==> src/rtl/pipe_pkg.sv <==
// ----------------------------------------------------------------------------
// pipe_pkg: shared encodings for the pipeline hazard/flush controller.
// Revision: 1.0
// ----------------------------------------------------------------------------
`default_nettype none

package pipe_pkg;

  typedef enum logic [1:0] {
    PC_RUN     = 2'd0,
    PC_MD_BUSY = 2'd1,
    PC_FLUSH   = 2'd2
  } pc_state_e;

  // Segment register indices, front of the pipe first.
  localparam int SEG_PC     = 0;
  localparam int SEG_IF_ID  = 1;
  localparam int SEG_ID_EX  = 2;
  localparam int SEG_EX_MEM = 3;
  localparam int SEG_MEM_WB = 4;
  localparam int SEG_NUM    = 5;

  localparam int RC_B = 0;
  localparam int RC_A = 1;

  // Register dependence with $0 excluded.
  function automatic logic raw_hit(input logic [4:0] wreg, input logic [4:0] rreg,
                                   input logic ren);
    return ren && (wreg != 5'd0) && (wreg == rreg);
  endfunction

endpackage

`default_nettype wire

==> src/rtl/md_timer.sv <==
// ----------------------------------------------------------------------------
// md_timer: loadable down-counter tracking remaining mult/div EX occupancy.
// Revision: 1.0
// ----------------------------------------------------------------------------
`default_nettype none

module md_timer (
  input  logic       clk,
  input  logic       resetn,
  input  logic       i_clear,
  input  logic       i_load,
  input  logic [5:0] i_load_val,
  input  logic       i_dec,
  output logic       o_done
);

  logic [5:0] r_cnt;

  always_ff @(posedge clk) begin
    if (!resetn) begin
      r_cnt <= 6'd0;
    end else if (i_clear) begin
      r_cnt <= 6'd0;
    end else if (i_load) begin
      r_cnt <= i_load_val;
    end else if (i_dec && (r_cnt != 6'd0)) begin
      r_cnt <= r_cnt - 6'd1;
    end
  end

  assign o_done = (r_cnt == 6'd0);

endmodule

`default_nettype wire

==> src/rtl/pipe_ctrl.sv <==
// ----------------------------------------------------------------------------
// pipe_ctrl: stall/refresh/recode controller for the 5-stage MIPS pipeline.
// Revision: 1.0
// ----------------------------------------------------------------------------
`default_nettype none

module pipe_ctrl
  import pipe_pkg::*;
#(
  parameter int DIV_CYCLES  = 33,
  parameter int MULT_CYCLES = 2
) (
  input  logic       clk,
  input  logic       resetn,
  input  logic [4:0] id_rs,
  input  logic [4:0] id_rt,
  input  logic       id_rs_ren,
  input  logic       id_rt_ren,
  input  logic [4:0] ex_rs,
  input  logic [4:0] ex_rt,
  input  logic       ex_rs_ren,
  input  logic       ex_rt_ren,
  input  logic       ex_load,
  input  logic       ex_cp0ren,
  input  logic       ex_regwen,
  input  logic [4:0] ex_wreg,
  input  logic       ex_mult,
  input  logic       ex_div,
  input  logic       wb_regwen,
  input  logic [4:0] wb_wreg,
  input  logic       inst_req,
  input  logic       inst_ok,
  input  logic       data_req,
  input  logic       data_ok,
  input  logic       exc_valid,
  output logic       stall_pc,
  output logic       stall_if_id,
  output logic       stall_id_ex,
  output logic       stall_ex_mem,
  output logic       stall_mem_wb,
  output logic       refresh_if_id,
  output logic       refresh_id_ex,
  output logic       refresh_ex_mem,
  output logic       refresh_mem_wb,
  output logic [1:0] recode_id_ex,
  output logic       md_busy
);

  localparam logic       c_DIV_EN    = (DIV_CYCLES > 1);
  localparam logic       c_MULT_EN   = (MULT_CYCLES > 1);
  localparam logic [5:0] c_DIV_LOAD  = (DIV_CYCLES >= 2)  ? 6'(DIV_CYCLES - 2)  : 6'd0;
  localparam logic [5:0] c_MULT_LOAD = (MULT_CYCLES >= 2) ? 6'(MULT_CYCLES - 2) : 6'd0;

  pc_state_e r_state;
  pc_state_e w_next;

  logic [2:0]           w_depth;
  logic                 w_flush_all;
  logic                 w_issue;
  logic                 w_t_clear;
  logic                 w_t_load;
  logic [5:0]           w_t_val;
  logic                 w_t_dec;
  logic                 w_t_done;
  logic [SEG_NUM-1:0]   w_stall;
  logic [SEG_NUM-1:1]   w_refresh;

  logic w_data_wait;
  logic w_fetch_wait;
  logic w_load_use;
  logic w_issue_div;
  logic w_issue_mult;

  assign w_data_wait  = data_req && !data_ok;
  assign w_fetch_wait = inst_req && !inst_ok;
  assign w_issue_div  = ex_div && c_DIV_EN;
  assign w_issue_mult = ex_mult && c_MULT_EN;
  assign w_load_use   = (ex_load || ex_cp0ren) && ex_regwen &&
                        (raw_hit(ex_wreg, id_rs, id_rs_ren) || raw_hit(ex_wreg, id_rt, id_rt_ren));

  md_timer u_md_timer (
    .clk        (clk),
    .resetn     (resetn),
    .i_clear    (w_t_clear),
    .i_load     (w_t_load),
    .i_load_val (w_t_val),
    .i_dec      (w_t_dec),
    .o_done     (w_t_done)
  );

  always_ff @(posedge clk) begin
    if (!resetn) begin
      r_state <= PC_RUN;
    end else begin
      r_state <= w_next;
    end
  end

  // w_depth is the index of the register that takes the bubble; everything
  // in front of it holds.
  always_comb begin
    w_next      = r_state;
    w_depth     = 3'd0;
    w_flush_all = 1'b0;
    w_issue     = 1'b0;
    w_t_clear   = 1'b0;
    w_t_load    = 1'b0;
    w_t_val     = 6'd0;
    w_t_dec     = 1'b0;

    if (exc_valid) begin
      w_flush_all = 1'b1;
      w_t_clear   = 1'b1;
      w_next      = w_fetch_wait ? PC_FLUSH : PC_RUN;
    end else if (r_state == PC_FLUSH) begin
      w_depth = 3'(SEG_IF_ID);
      if (inst_ok) begin
        w_next = PC_RUN;
      end
    end else if (w_data_wait) begin
      w_depth = 3'(SEG_MEM_WB);
    end else if ((r_state == PC_MD_BUSY) && !w_t_done) begin
      w_depth = 3'(SEG_EX_MEM);
      w_t_dec = 1'b1;
    end else begin
      if (r_state == PC_MD_BUSY) begin
        w_next = PC_RUN;
      end
      if ((r_state == PC_RUN) && (w_issue_div || w_issue_mult)) begin
        w_issue  = 1'b1;
        w_depth  = 3'(SEG_EX_MEM);
        w_t_load = 1'b1;
        w_t_val  = w_issue_div ? c_DIV_LOAD : c_MULT_LOAD;
        w_next   = PC_MD_BUSY;
      end else if (w_load_use) begin
        w_depth = 3'(SEG_ID_EX);
      end else if (w_fetch_wait) begin
        w_depth = 3'(SEG_IF_ID);
      end
    end
  end

  always_comb begin
    w_stall   = '0;
    w_refresh = '0;
    for (int i = 0; i < SEG_NUM; i++) begin
      w_stall[i] = resetn && (3'(i) < w_depth);
    end
    for (int i = 1; i < SEG_NUM; i++) begin
      w_refresh[i] = resetn && (w_flush_all || (3'(i) == w_depth));
    end
  end

  assign stall_pc       = w_stall[SEG_PC];
  assign stall_if_id    = w_stall[SEG_IF_ID];
  assign stall_id_ex    = w_stall[SEG_ID_EX];
  assign stall_ex_mem   = w_stall[SEG_EX_MEM];
  assign stall_mem_wb   = w_stall[SEG_MEM_WB];
  assign refresh_if_id  = w_refresh[SEG_IF_ID];
  assign refresh_id_ex  = w_refresh[SEG_ID_EX];
  assign refresh_ex_mem = w_refresh[SEG_EX_MEM];
  assign refresh_mem_wb = w_refresh[SEG_MEM_WB];

  // A held ID/EX register must pick up the value WB is writing right now.
  assign recode_id_ex[RC_A] = stall_id_ex && !refresh_id_ex && wb_regwen &&
                              raw_hit(wb_wreg, ex_rs, ex_rs_ren);
  assign recode_id_ex[RC_B] = stall_id_ex && !refresh_id_ex && wb_regwen &&
                              raw_hit(wb_wreg, ex_rt, ex_rt_ren);

  assign md_busy = resetn && (w_issue || ((r_state == PC_MD_BUSY) && !exc_valid));

endmodule

`default_nettype wire

==> config.mk <==
export PLATFORM = sky130hd
export DESIGN_NAME = pipe_ctrl
export DESIGN_NICKNAME = d
export VERILOG_FILES = /design/src/rtl/pipe_pkg.sv /design/src/rtl/md_timer.sv /design/src/rtl/pipe_ctrl.sv
export SDC_FILE = /design/constraint.sdc
export NUM_CORES = 1
export LEC_CHECK = 0
export CELL_PAD_IN_SITES_DETAIL_PLACEMENT = 1
export CELL_PAD_IN_SITES_GLOBAL_PLACEMENT = 2
export CORE_ASPECT_RATIO = 1.2
export CORE_MARGIN = 2
export CORE_UTILIZATION = 17
export CTS_CLUSTER_SIZE = 8
export DETAILED_ROUTE_END_ITERATION = 7
export GPL_ROUTABILITY_DRIVEN = 0
export GPL_TIMING_DRIVEN = 1
export PLACE_DENSITY_LB_ADDON = 0.3
export SLEW_MARGIN = 10
export SYNTH_ARGS = -nofsm -noshare
export SYNTH_HDL_FRONTEND = slang
export SYNTH_SLANG_ARGS = --single-unit
==> constraint.sdc <==
create_clock -name clk -period 2.2 [get_ports clk]
set_input_delay 0.33 -clock clk [delete_from_list [all_inputs] [get_ports clk]]
set_output_delay 0.33 -clock clk [all_outputs]
set_load 0.02 [all_outputs]
=== Word-level counts from Yosys, hierarchy flattened ===
Index checks and enable logic that the tools add are counted.

* Register bits after elaboration: 8
* Input bits: 47

* Equality and inequality tests: 13
* Add/sub/neg operators: 1
* Mux-type cells: 33
* Magnitude comparators: 5
* Bitwise logic cells: 1
* Reduce and logical (&&, ||, !) cells: 52

{| class="wikitable"
|+ Operators with widths
! operator !! number
|-
| logical AND 1 bit || 30
|-
| 2-to-1 mux 5 bit || 6
|-
| 2-to-1 mux 2 bit || 11
|-
| == test 5 bit || 4
|-
| 2-to-1 mux 6 bit || 2
|-
| 2-to-1 mux 1 bit || 11
|-
| nonzero test 5 bit || 2
|-
| 2-to-1 mux 3 bit || 3
|-
| logical OR 1 bit || 8
|-
| == test 2 x 3 -> 1 bit (first input constant) || 2
|-
| logical NOT 6 bit || 1
|-
| less-than comparator 1 x 3 -> 1 bit (first input constant) || 2
|-
| less-than comparator 2 x 3 -> 1 bit (first input constant) || 2
|-
| != test 3 bit (second input constant) || 2
|-
| nonzero test 6 bit || 1
|-
| subtractor 6 x 1 -> 6 bit (second input constant) || 1
|-
| logical NOT 1 bit || 5
|-
| AND reduction 4 bit || 1
|-
| nonzero test 4 bit || 1
|-
| == test 1 x 3 -> 1 bit (first input constant) || 1
|-
| == test 3 bit (first input constant) || 1
|-
| less-than comparator 3 bit (first input constant) || 1
|-
| != test 3 x 2 -> 1 bit (second input constant) || 1
|-
| == test 2 x 1 -> 1 bit (second input constant) || 1
|-
| 5 further kinds || 5
|}

=== Longest topological paths before layout ===
* Depth after elaboration: 18
* Depth in mapped cells: 8
* Gate-level depth less buffers: 7

=== By module ===
From an unflattened synthesis, not the netlist that was laid out.

* Cells, all modules: 132
* Area total of the unflattened synthesis: 1022.2 sq um

{| class="wikitable"
|+ By module, submodules not included
! module !! cells each !! sequential area each (sq um) !! area an instance (sq um) !! times used
|-
| pipe_ctrl || 87 || 40.0 || 644.4 || 1
|-
| md_timer || 45 || 120.1 || 377.9 || 1
|}

=== Least setup slack after synthesis ===
OpenSTA, ideal clock, no wires.

* Path type: register to output
* From: register u_md_timer.r_cnt[0]
* To: output refresh_if_id
* Buffers on the path: 0
* Arrival: 2.022 ns
* Stages on the path, launching flop included: 7
* Slack: -0.152 ns
* Cells stage by stage: dfxtp_1 -> inv_1 -> ha_1 -> or3b_1 -> o311ai_0 -> nand3_1 -> o31ai_1

* Longest elaborated chain between the ends: 10

{| class="wikitable"
|+ Ends and longest elaborated chain
! what !! RTL line !! RTL
|-
| start, declared || md_timer.sv:17 || <nowiki>logic [5:0] r_cnt;</nowiki>
|-
| start signal, assigned || md_timer.sv:25 || <nowiki>r_cnt <= i_load_val;</nowiki>
|-
| start signal, assigned || md_timer.sv:27 || <nowiki>r_cnt <= r_cnt - 6'd1;</nowiki>
|-
| logical NOT 6 bit || md_timer.sv:31 || <nowiki>assign o_done = (r_cnt == 6'd0);</nowiki>
|-
| logical NOT 1 bit || pipe_ctrl.sv:122 || <nowiki>end else if ((r_state == PC_MD_BUSY) && !w_t_done) begin</nowiki>
|-
| logical AND 1 bit || pipe_ctrl.sv:122 ||
|-
| 2-to-1 mux 2 bit || pipe_ctrl.sv:122 ||
|-
| 2-to-1 mux 3 bit || pipe_ctrl.sv:120 || <nowiki>end else if (w_data_wait) begin</nowiki>
|-
| 2-to-1 mux 3 bit || pipe_ctrl.sv:115 || <nowiki>end else if (r_state == PC_FLUSH) begin</nowiki>
|-
| 2-to-1 mux 3 bit || pipe_ctrl.sv:111 || <nowiki>if (exc_valid) begin</nowiki>
|-
| == test 1 x 3 -> 1 bit || pipe_ctrl.sv:150 || <nowiki>w_refresh[i] = resetn && (w_flush_all || (3'(i) == w_depth));</nowiki>
|-
| logical OR 1 bit || pipe_ctrl.sv:150 ||
|-
| logical AND 1 bit || pipe_ctrl.sv:150 ||
|-
| end, declared || pipe_ctrl.sv:41 || <nowiki>output logic refresh_if_id,</nowiki>
|}

Every way passes these cells.

=== Worst setup path in the final report ===
* From: register u_md_timer.r_cnt[1]
* To: output recode_id_ex[1]

* Longest elaborated chain between the ends: 14
* Elaborated cells on any way between the ends: 16
* Those cells by class: order compare: 1; eq/ne: 1; mux: 4; reduce/logical: 10

{| class="wikitable"
|+ Ends and longest elaborated chain
! what !! RTL line !! RTL
|-
| logical NOT 6 bit * || md_timer.sv:31 ||
|-
| logical NOT 1 bit * || pipe_ctrl.sv:122 ||
|-
| logical AND 1 bit * || pipe_ctrl.sv:122 ||
|-
| 2-to-1 mux 2 bit * || pipe_ctrl.sv:122 ||
|-
| 2-to-1 mux 3 bit * || pipe_ctrl.sv:120 ||
|-
| 2-to-1 mux 3 bit * || pipe_ctrl.sv:115 ||
|-
| 2-to-1 mux 3 bit * || pipe_ctrl.sv:111 ||
|-
| parallel branches: the longest is 4 deep, another holds less-than comparator 2 x 3 -> 1 bit || - ||
|-
| logical AND 1 bit * (3 in series) || pipe_ctrl.sv:165 || <nowiki>assign recode_id_ex[RC_A] = stall_id_ex && !refresh_id_ex && wb_regwen &&</nowiki>
|-
| end, declared || pipe_ctrl.sv:45 || <nowiki>output logic [1:0] recode_id_ex,</nowiki>
|}

Every way passes the cells marked *.

==> impl_metrics.toml <==
[outcome]
status = "finished with violations"
violations = "negative setup slack"

[sta]
drv_slew = 0
finalClockSkew_ns = 0.00288
rsz0062_at_grt = "yes"
fmax_ghz = 0.383
worst_slack_ns = -0.411
whs_ns = 0.551
fin_crit_sh_pct = 119
period_needed_ns = 2.61
finalSetupViolCount = 8
final_hold_viol_count = 0

[clocking]
ctsLongestPathBuffers = 2
cts.sinks = 8
clk_pin_slew_ns = 0.04
clk_latency_ns = 0.23
numCtsBuffers = 3
tritoncts = "done"
cts-root-buf = "clkbuf_8"
ctsHtreeMaxLevel = 1
hold_buffers = 0

[synth]
synth_edf_count = 0
ys_top_cells_by_count = "nor2_1, nand2_1, xnor2_1, o21ai_0, nor3_1"
netlist_area_um2 = 1050
yosysTopAreaCell = "dfxtp_1"
ys_seq_elements = 8
syn_inst = 148
ys_seq_area_share_pct = 15.3
synthMostInstantiatedCell = "nor2_1"
ys_types = 47
ys.flop_type = "dfxtp_1"
syn_avg_cell_area_um2 = 7.09
yosysWarnings = 0
synth_area_leaders = "dfxtp_1, xnor2_1, nor2_1"
async_flop_share_pct = 0
yosysTopAreaCellShare_pct = 15.3
synth_nets = 197

[layout]
drive_above_1_share_pct = 32.7
nFillCells = 747
area_delta_synth_final_pct = 108
fin_nets = 296
n_antenna_cell = 0
layout.cells.non_filler = 327

[setup_path]
arrival_ns = 2.28
start_kind = "flop"
required_ns = 1.87
crit_type = "reg -> out"
worstPathMaxFanout = 3
cp-end-kind = "primary output"

[floorplanning]
die_w_um = 75.7
initial_core_util_pct = 17.5
row_count = 31
die_h_um = 90.1
io_pins = 59
coreArea_um2 = 6010
die_area_um2 = 6820

[place]
placed_cells = 317
dp_hpwl_um = 3580
port_buffers = 57

[grt]
grt_usage_pct = 12.9
grt_pass1_wl_um = 6950
grt_max_degree = 12
grt-ovfl-total = 0
grt_antenna_before_repair = 0
first_global_vias = 1579

[detailed_routing]
drc = 0
ant_nets = 0
drtPass1Iterations = 4
route.final.wire_length_um = 4210
viasPerCell = 4.38
via_count = 1431
wl_per_cell_um = 12.9
drtIter0Drc = 19

[power]
vdd_ir_drop_max_mv = 0.130
p_leak_uw = 0.000859
power_density_nw_per_um2 = 327
total_power_uw = 713

[worst_hold_path]
hp-class = "reg -> reg"

[job]
maxCapViolations = 0
-- critical path: stages, from the launching register on --
cell	delay (ns)
dfxtp_2	0.31
inv_2	0.07
ha_4	0.13
or3b_4	0.39
buf_4	0.15
o311ai_4	0.23
buf_6	0.16
nand3_4	0.11
buf_6	0.13
o21ba_2	0.20
buf_4	0.15
-- cells by family (layout without fill, tap and decap cells) --
kind of cell	count (synthesis)	count (layout)	synth area share, %
AO/OA/AOI/OAI	38	38	25.9
other	1	1	0.357
XOR/XNOR	20	20	16.7
adder cells (fa/ha/maj)	2	2	2.38
buffers and inverters	12	109	5.36
AND/OR/NAND/NOR	67	67	34.1
flip-flops	8	8	15.3
-- registers in the layout, summed over array words and instances (netlist names) --
signal and cells:
u_md_timer.r_cnt 6, r_state 2
-- through the flow --
step | TNS [ns] | util (%) | setup slack, ns | area (µm²)
floorplan | -0.226 | - | -0.127 | 1050
global placement | -6.08 | 32.7 | -0.820 | 1970
detailed placement | -6.31 | 32.7 | -0.844 | 1970
CTS | -2.34 | 35.1 | -0.422 | 2110
global route | -3.27 | 36.2 | -0.481 | 2180
finish | -2.67 | 36.2 | -0.411 | 2180
-- where the power goes --
group | internal, µW | total (µW) | switching (µW)
clock network | 119 | 182 | 63.4
logic | 211 | 373 | 162
registers | 151 | 158 | 6.38
-- final cells by class --
| class | instances | area [µm²] | share of cell area (%) |
|---|---|---|---|
| multi-input cells | 128 | 958 | 44.0 |
| well taps | 82 | 103 | 4.71 |
| inverters | 5 | 18.8 | 0.862 |
| repair buffers | 101 | 895 | 41.1 |
| clock buffers | 3 | 41.3 | 1.90 |
| flip-flops and latches | 8 | 163 | 7.47 |
-- routing by layer --
| metal | GRT usage [%] | part of all wire, % | vias to the layer above |
|---|---|---|---|
| met5 | 0 | 0 | - |
| met2 | 23.1 | 53 | 54 |
| met1 | 14.5 | 38 | 645 |
| met3 | 2.80 | 7.0 | 9 |
| met4 | 3.95 | 2.7 | 0 |
| li1 | - | - | 723 |
-- placed cells by master (no fill, tap or decap), types with 2 or more instances in the layout --
cell type and instances:
buf_4 43, inv_2 2, nor2b_1 4, clkdlybuf4s50_1 43, a21oi_1 6, xnor2_1 12, clkbuf_8 3, o21ba_2 2
nor4_1 2, dlygate4sd2_1 6, o21ai_1 3, nor2_1 19, inv_1 3, buf_2 2, nand2_1 11, dfxtp_2 2
a31oi_1 2, a311oi_1 2, nand2b_1 4, xor2_1 8, nor3_1 8, buf_6 7, o21a_1 2, dfxtp_1 6
o21ai_0 7, nand4_1 2
-- path summary, 6_finish.rpt --
kind	start	to	slack (ns)	cells past startpoint
max	u_md_timer.r_cnt[1]	recode_id_ex[1]	-0.41	10
min	u_md_timer.r_cnt[5]	u_md_timer.r_cnt[5]	0.55	2
max reg2reg	u_md_timer.r_cnt[1]	u_md_timer.r_cnt[5]	0.06	8
min reg2reg	u_md_timer.r_cnt[5]	u_md_timer.r_cnt[5]	0.55	2
-- what timing repair did --
action                     4_1_cts  5_1_grt
gates resized for setup         67       12
setup endpoints to repair       11       11
pin swaps                        8        7
buffers inserted                 5        2
(Power assumes the default switching activity.)
